**src/rtl/cab_led_sequencer.sv**
```systemverilog
`default_nettype none
// ============================================================================
// Module   : cab_led_sequencer
// Purpose  : Drives the shared cabinet LED bus (led_data plus three latch
//            strobes) feeding the marquee board (latch 0) and the two LED
//            boards (latches 1, 2). Three requesters post byte writes; a
//            round-robin arbiter grants one at a time and a setup / pulse /
//            hold sequencer presents the byte, strobes the matching latch and
//            holds the byte past the latch falling edge.
// Ports    : clk        - sole clock, rising edge
//            rst_n      - asynchronous active-low reset
//            req[2:0]   - per-channel write request (0 marquee, 1 LED1, 2 LED2)
//            wdata0..2  - per-channel write data, sampled only at grant
//            frame_tick - one-cycle frame pulse (auto-refresh build only)
//            ack[2:0]   - one-cycle completion pulse, first hold cycle
//            busy       - high whenever the sequencer is not idle
//            led_data   - LED bus data, keeps last value while idle
//            led_latch  - active-high latch strobes, at most one bit set
// Options  : `CAB_LED_AUTO_REFRESH_EN builds shadow registers and frame-tick
//            driven refresh of all three boards (no ack, pointer untouched).
// Revision : 1.0 - initial release
// ============================================================================
module cab_led_sequencer #(
   parameter int SETUP_CYC = 2,
   parameter int PULSE_CYC = 4,
   parameter int HOLD_CYC  = 2
) (
   input  logic       clk,
   input  logic       rst_n,
   input  logic [2:0] req,
   input  logic [7:0] wdata0,
   input  logic [7:0] wdata1,
   input  logic [7:0] wdata2,
   input  logic       frame_tick,
   output logic [2:0] ack,
   output logic       busy,
   output logic [7:0] led_data,
   output logic [2:0] led_latch
);

   localparam logic [3:0] SETUP_LOAD = 4'(SETUP_CYC - 1);
   localparam logic [3:0] PULSE_LOAD = 4'(PULSE_CYC - 1);
   localparam logic [3:0] HOLD_LOAD  = 4'(HOLD_CYC - 1);

   typedef enum logic [1:0] {IDLE = 2'd0, SETUP = 2'd1, PULSE = 2'd2, HOLD = 2'd3} state_t;

   state_t     state, state_nxt;
   logic [3:0] cnt, cnt_nxt;
   logic [1:0] grant, grant_nxt;
   logic [1:0] ptr, ptr_nxt;
   logic [7:0] data_nxt;
   logic [2:0] latch_nxt;
   logic [2:0] ack_nxt;
   logic       refresh, refresh_nxt;   // current transaction is a refresh
   logic [2:0] grant_onehot;

   // First set request bit at or after the pointer, wrapping modulo 3.
   function automatic logic [1:0] rr_pick(input logic [2:0] r, input logic [1:0] p);
      int t;
      rr_pick = p;
      // Walk from the farthest candidate back so the nearest one wins.
      for (int j = 2; j >= 0; j--) begin
         t = int'(p) + j;
         if (t >= 3) t = t - 3;
         if (r[t]) rr_pick = 2'(t);
      end
   endfunction

   function automatic logic [7:0] wsel(input logic [1:0] ch, input logic [7:0] d0,
                                       input logic [7:0] d1, input logic [7:0] d2);
      case (ch)
         2'd0:    wsel = d0;
         2'd1:    wsel = d1;
         default: wsel = d2;
      endcase
   endfunction

   assign grant_onehot = 3'b001 << grant;
   assign busy         = (state != IDLE);

`ifdef CAB_LED_AUTO_REFRESH_EN
   logic [7:0] sh [3];
   logic [2:0] pend;
   logic [2:0] pend_clr;
   logic [1:0] pend_low;

   assign pend_low = pend[0] ? 2'd0 : (pend[1] ? 2'd1 : 2'd2);

   always_ff @(posedge clk or negedge rst_n) begin
      if (!rst_n) begin
         pend <= 3'b000;
         for (int i = 0; i < 3; i++) sh[i] <= 8'h00;
      end else begin
         // A tick sets every bit; re-ticks simply re-set what is already set.
         pend <= frame_tick ? 3'b111 : (pend & ~pend_clr);
         if (ack_nxt != 3'b000) sh[grant] <= led_data;
      end
   end
`else
   logic unused_frame_tick;
   assign unused_frame_tick = frame_tick;
`endif

   always_comb begin
      state_nxt   = state;
      cnt_nxt     = cnt;
      grant_nxt   = grant;
      ptr_nxt     = ptr;
      data_nxt    = led_data;
      latch_nxt   = 3'b000;
      ack_nxt     = 3'b000;
      refresh_nxt = refresh;
`ifdef CAB_LED_AUTO_REFRESH_EN
      pend_clr    = 3'b000;
`endif
      case (state)
         IDLE: begin
            if (req != 3'b000) begin
               grant_nxt   = rr_pick(req, ptr);
               ptr_nxt     = (grant_nxt == 2'd2) ? 2'd0 : grant_nxt + 2'd1;
               data_nxt    = wsel(grant_nxt, wdata0, wdata1, wdata2);
               refresh_nxt = 1'b0;
               cnt_nxt     = SETUP_LOAD;
               state_nxt   = SETUP;
`ifdef CAB_LED_AUTO_REFRESH_EN
               pend_clr    = 3'b001 << grant_nxt;
            end else if (pend != 3'b000) begin
               grant_nxt   = pend_low;
               data_nxt    = sh[pend_low];
               refresh_nxt = 1'b1;
               cnt_nxt     = SETUP_LOAD;
               state_nxt   = SETUP;
               pend_clr    = 3'b001 << pend_low;
`endif
            end
         end
         SETUP: begin
            if (cnt == 4'd0) begin
               state_nxt = PULSE;
               cnt_nxt   = PULSE_LOAD;
               latch_nxt = grant_onehot;
            end else begin
               cnt_nxt = cnt - 4'd1;
            end
         end
         PULSE: begin
            if (cnt == 4'd0) begin
               state_nxt = HOLD;
               cnt_nxt   = HOLD_LOAD;
               ack_nxt   = refresh ? 3'b000 : grant_onehot;
            end else begin
               cnt_nxt   = cnt - 4'd1;
               latch_nxt = grant_onehot;
            end
         end
         HOLD: begin
            if (cnt == 4'd0) state_nxt = IDLE;
            else             cnt_nxt   = cnt - 4'd1;
         end
         default: state_nxt = IDLE;
      endcase
   end

   // Latch and ack are registered from next-state decode so the strobes
   // leave the block glitch-free.
   always_ff @(posedge clk or negedge rst_n) begin
      if (!rst_n) begin
         state     <= IDLE;
         cnt       <= 4'd0;
         grant     <= 2'd0;
         ptr       <= 2'd0;
         refresh   <= 1'b0;
         led_data  <= 8'h00;
         led_latch <= 3'b000;
         ack       <= 3'b000;
      end else begin
         state     <= state_nxt;
         cnt       <= cnt_nxt;
         grant     <= grant_nxt;
         ptr       <= ptr_nxt;
         refresh   <= refresh_nxt;
         led_data  <= data_nxt;
         led_latch <= latch_nxt;
         ack       <= ack_nxt;
      end
   end

endmodule
`default_nettype wire
```
**config.mk**
```make
export PLATFORM = sky130hd
export DESIGN_NAME = cab_led_sequencer
export DESIGN_NICKNAME = d
export VERILOG_FILES = /design/src/rtl/cab_led_sequencer.sv
export SDC_FILE = /design/constraint.sdc
export NUM_CORES = 1
export LEC_CHECK = 0
export CAP_MARGIN = 20
export CORE_UTILIZATION = 25
export DETAILED_ROUTE_END_ITERATION = 12
export PLACE_DENSITY = 0.5
export SYNTH_ARGS = -nofsm -noshare
export SYNTH_HDL_FRONTEND = slang
export SYNTH_SLANG_ARGS = --single-unit
```
**constraint.sdc**
```tcl
create_clock -name clk -period 6.9 [get_ports clk]
set_clock_uncertainty 0.1 [all_clocks]
set_input_delay 1.38 -clock clk [delete_from_list [all_inputs] [get_ports clk]]
set_output_delay 1.38 -clock clk [all_outputs]
set_load 0.01 [all_outputs]
```
==> results.py <==
metrics = {
    "sta": {
        "worst_pin_slew_ps": 885,
        "period_needed_ps": 3500,
        "holdWs_ps": 415,
        "rsz0062_at_grt": "no",
        "max_slew_margin": 0.409,
        "fin_tns_setup_ps": 0,
        "min_period_over_period": 0.507,
        "setup_viol": 0,
        "fmax_mhz": 286,
        "drv_slew": 0,
        "hold_violations": 0,
    },
    "logic_synthesis": {
        "yosysWarnings": 0,
        "synth_edf_count": 0,
        "syn_inst": 170,
        "syn_avg_cell_area_um2": 9.47,
        "ys_ff_latch": 24,
        "synth_cell_types": 48,
        "syn-cell-area_um2": 1610,
        "ys_seq_area_frac": 0.373,
        "synthFlopType": "dfrtp_1",
        "synth_nets": 209,
        "async_reset_ff_frac": 1.00,
    },
    "grt": {
        "grt_pass1_wl_mm": 6.68,
        "grtUsageTotal": 0.131,
        "gr-total-overflow": 0,
        "grt_max_degree": 25,
        "grt_pass1_vias": 1331,
        "antenna_found_initial": 0,
    },
    "clock_network": {
        "cts_setup_buffers": 0,
        "clk_pin_slew_ps": 90,
        "holdBufCountCts": 0,
        "root_buffer": "clkbuf_8",
        "cts_sinks": 24,
        "post_cts_resized": 0,
        "cts_tree": "built",
        "cts_buffers": 3,
        "cts_max_level": 1,
        "clockBufferDepth": 2,
        "insertion_delay_ps": 270,
    },
    "finish": {
        "antennaDiodeCount": 0,
        "final_util": 0.359,
        "fin_nets": 251,
        "fillers": 617,
        "register_area_um2": 601,
        "final_cell_mix": "clkdlybuf4s50_1, dfrtp_1, nor2_1",
        "drive_above_1_share": 0.0711,
        "instances_no_fill": 286,
        "syn_to_final_growth_pct": 35.0,
        "multi_input_area_um2": 928,
        "layout_commonest_cell": "clkdlybuf4s50_1",
    },
    "setup_path": {
        "critPathKind": "input port to flip-flop",
        "cpLargestDelayFamily": "simple AND/OR/NAND/NOR gates",
        "crit_path_end_kind": "flip-flop",
        "rrSetupSlack_ps": 4020,
        "crit_chain": "clkdlybuf4s50_1 -> mux2i_4 -> o211ai_2 -> nor4b_2 -> o2111ai_1 -> a41oi_1",
        "crit_required_ps": 6990,
        "critPathArrivalTime_ps": 3580,
        "slowest_delay_ps": 800,
        "cp_slowest_cell": "nor4b_2",
        "cp_max_fo": 9,
        "path_buf_inv": 1,
        "critPathLaunchType": "input port",
    },
    "place": {
        "dpl.cell_count": 281,
        "dpl.hpwl_mm": 3.09,
        "place.gp.congestion": 0.752,
        "port_buffers": 43,
    },
    "routing": {
        "detail_route.iter0.violations": 83,
        "drc_errors": 0,
        "via_count": 1445,
        "via_per_inst": 5.05,
        "ant_nets": 0,
        "first_pass_iters": 4,
        "wire_per_inst_um": 14.6,
        "wirelength_mm": 4.18,
    },
    "power_and_ir_drop": {
        "ir_drop_v": 0.000197,
        "powerDensity_nw_per_um2": 453,
        "finalPower_mw": 0.984,
        "leakage_nw": 0.855,
    },
    "die": {
        "die_x_um": 82.3,
        "start_util": 0.266,
        "rows": 28,
        "die_area_um2": 6770,
        "io_pins": 45,
        "core_area_um2": 6060,
        "die_height_um": 82.3,
    },
    "hold_path": {
        "hp-class": "flip-flop to flip-flop",
    },
    "status": {
        "run_status": "finished, final reports clean",
    },
    "run": {
        "drv_cap": 0,
    },
}
-- where the power goes --
part	leakage [nW]	switching (mW)	internal, mW	total (mW)
sequential	0.297	0.0381	0.198	0.237
clock	0.0357	0.0494	0.0776	0.127
combinational	0.522	0.346	0.275	0.620
total	0.855	0.433	0.551	0.984
-- registers in the layout, indices dropped and copies added, names as in the netlist --
signal,count
led_data,8
cnt,4
ack,3
led_latch,3
grant,2
ptr,2
state,2
-- Yosys cell counts, types with 2 or more instances --
master / instances / area share
mux2i_1: 2 / 0.012
o2111ai_1: 8 / 0.044
nor2_1: 19 / 0.044
buf_6: 2 / 0.014
o31ai_1: 8 / 0.037
a21oi_1: 5 / 0.016
inv_1: 7 / 0.016
nor3_1: 5 / 0.016
o21a_1: 2 / 0.0093
nand2_1: 9 / 0.021
nand3b_1: 3 / 0.014
dfrtp_1: 24 / 0.37
a41oi_1: 8 / 0.044
ha_1: 9 / 0.070
nor3b_1: 2 / 0.0093
o21ai_0: 6 / 0.019
a21boi_0: 2 / 0.0093
nand2b_1: 7 / 0.027
o22ai_1: 2 / 0.0078
buf_2: 2 / 0.0062
o21ai_1: 2 / 0.0062
nand4_1: 7 / 0.027
nand3_1: 2 / 0.0062
clkbuf_1: 3 / 0.0070
-- stage by stage --
step	area, µm²	setup slack, ps
global placement	2090	2960
floorplan	1610	4000
CTS	2170	3300
global route	2170	3190
finish	2170	3400
detailed placement	2090	2990
-- routing by layer --
| metal | vias up | share of wire | track usage |
|---|---|---|---|
| li1 | 734 | - | - |
| met2 | 31 | 0.44 | 0.188 |
| met4 | 0 | 0.011 | 0.0316 |
| met5 | - | 0 | 0 |
| met1 | 676 | 0.51 | 0.195 |
| met3 | 4 | 0.034 | 0.0286 |
-- layout make-up --
| type | instances | share of cell area |
|---|---|---|
| inverters | 7 | 0.0121 |
| clock inverters | 1 | 0.0138 |
| multi-input cells | 130 | 0.427 |
| repair buffers | 46 | 0.208 |
| flip-flops and latches | 24 | 0.276 |
| clock buffers | 3 | 0.0190 |
| well taps | 75 | 0.0432 |
-- kinds of logic after synthesis --
kind of cell | count (synthesis) | share of synthesized area
AOI/OAI and AO/OA | 56 | 0.264
adders and majority gates | 9 | 0.0699
buffers and inverters | 16 | 0.0505
DFF | 24 | 0.373
muxes | 4 | 0.0334
and+or+nand+nor | 61 | 0.209
-- final timing paths --
path	startpoint	to	cells past startpoint
worst max register to register	ptr[1]	led_data[1]	7
worst min-delay path	grant[1]	ack[0]	1
max in group asynchronous	rst_n	grant[1]	2
worst max-delay path	req[2]	led_data[1]	6
worst min register to register	grant[1]	ack[0]	1
min in group asynchronous	rst_n	cnt[2]	2
(Power assumes the default switching activity.)
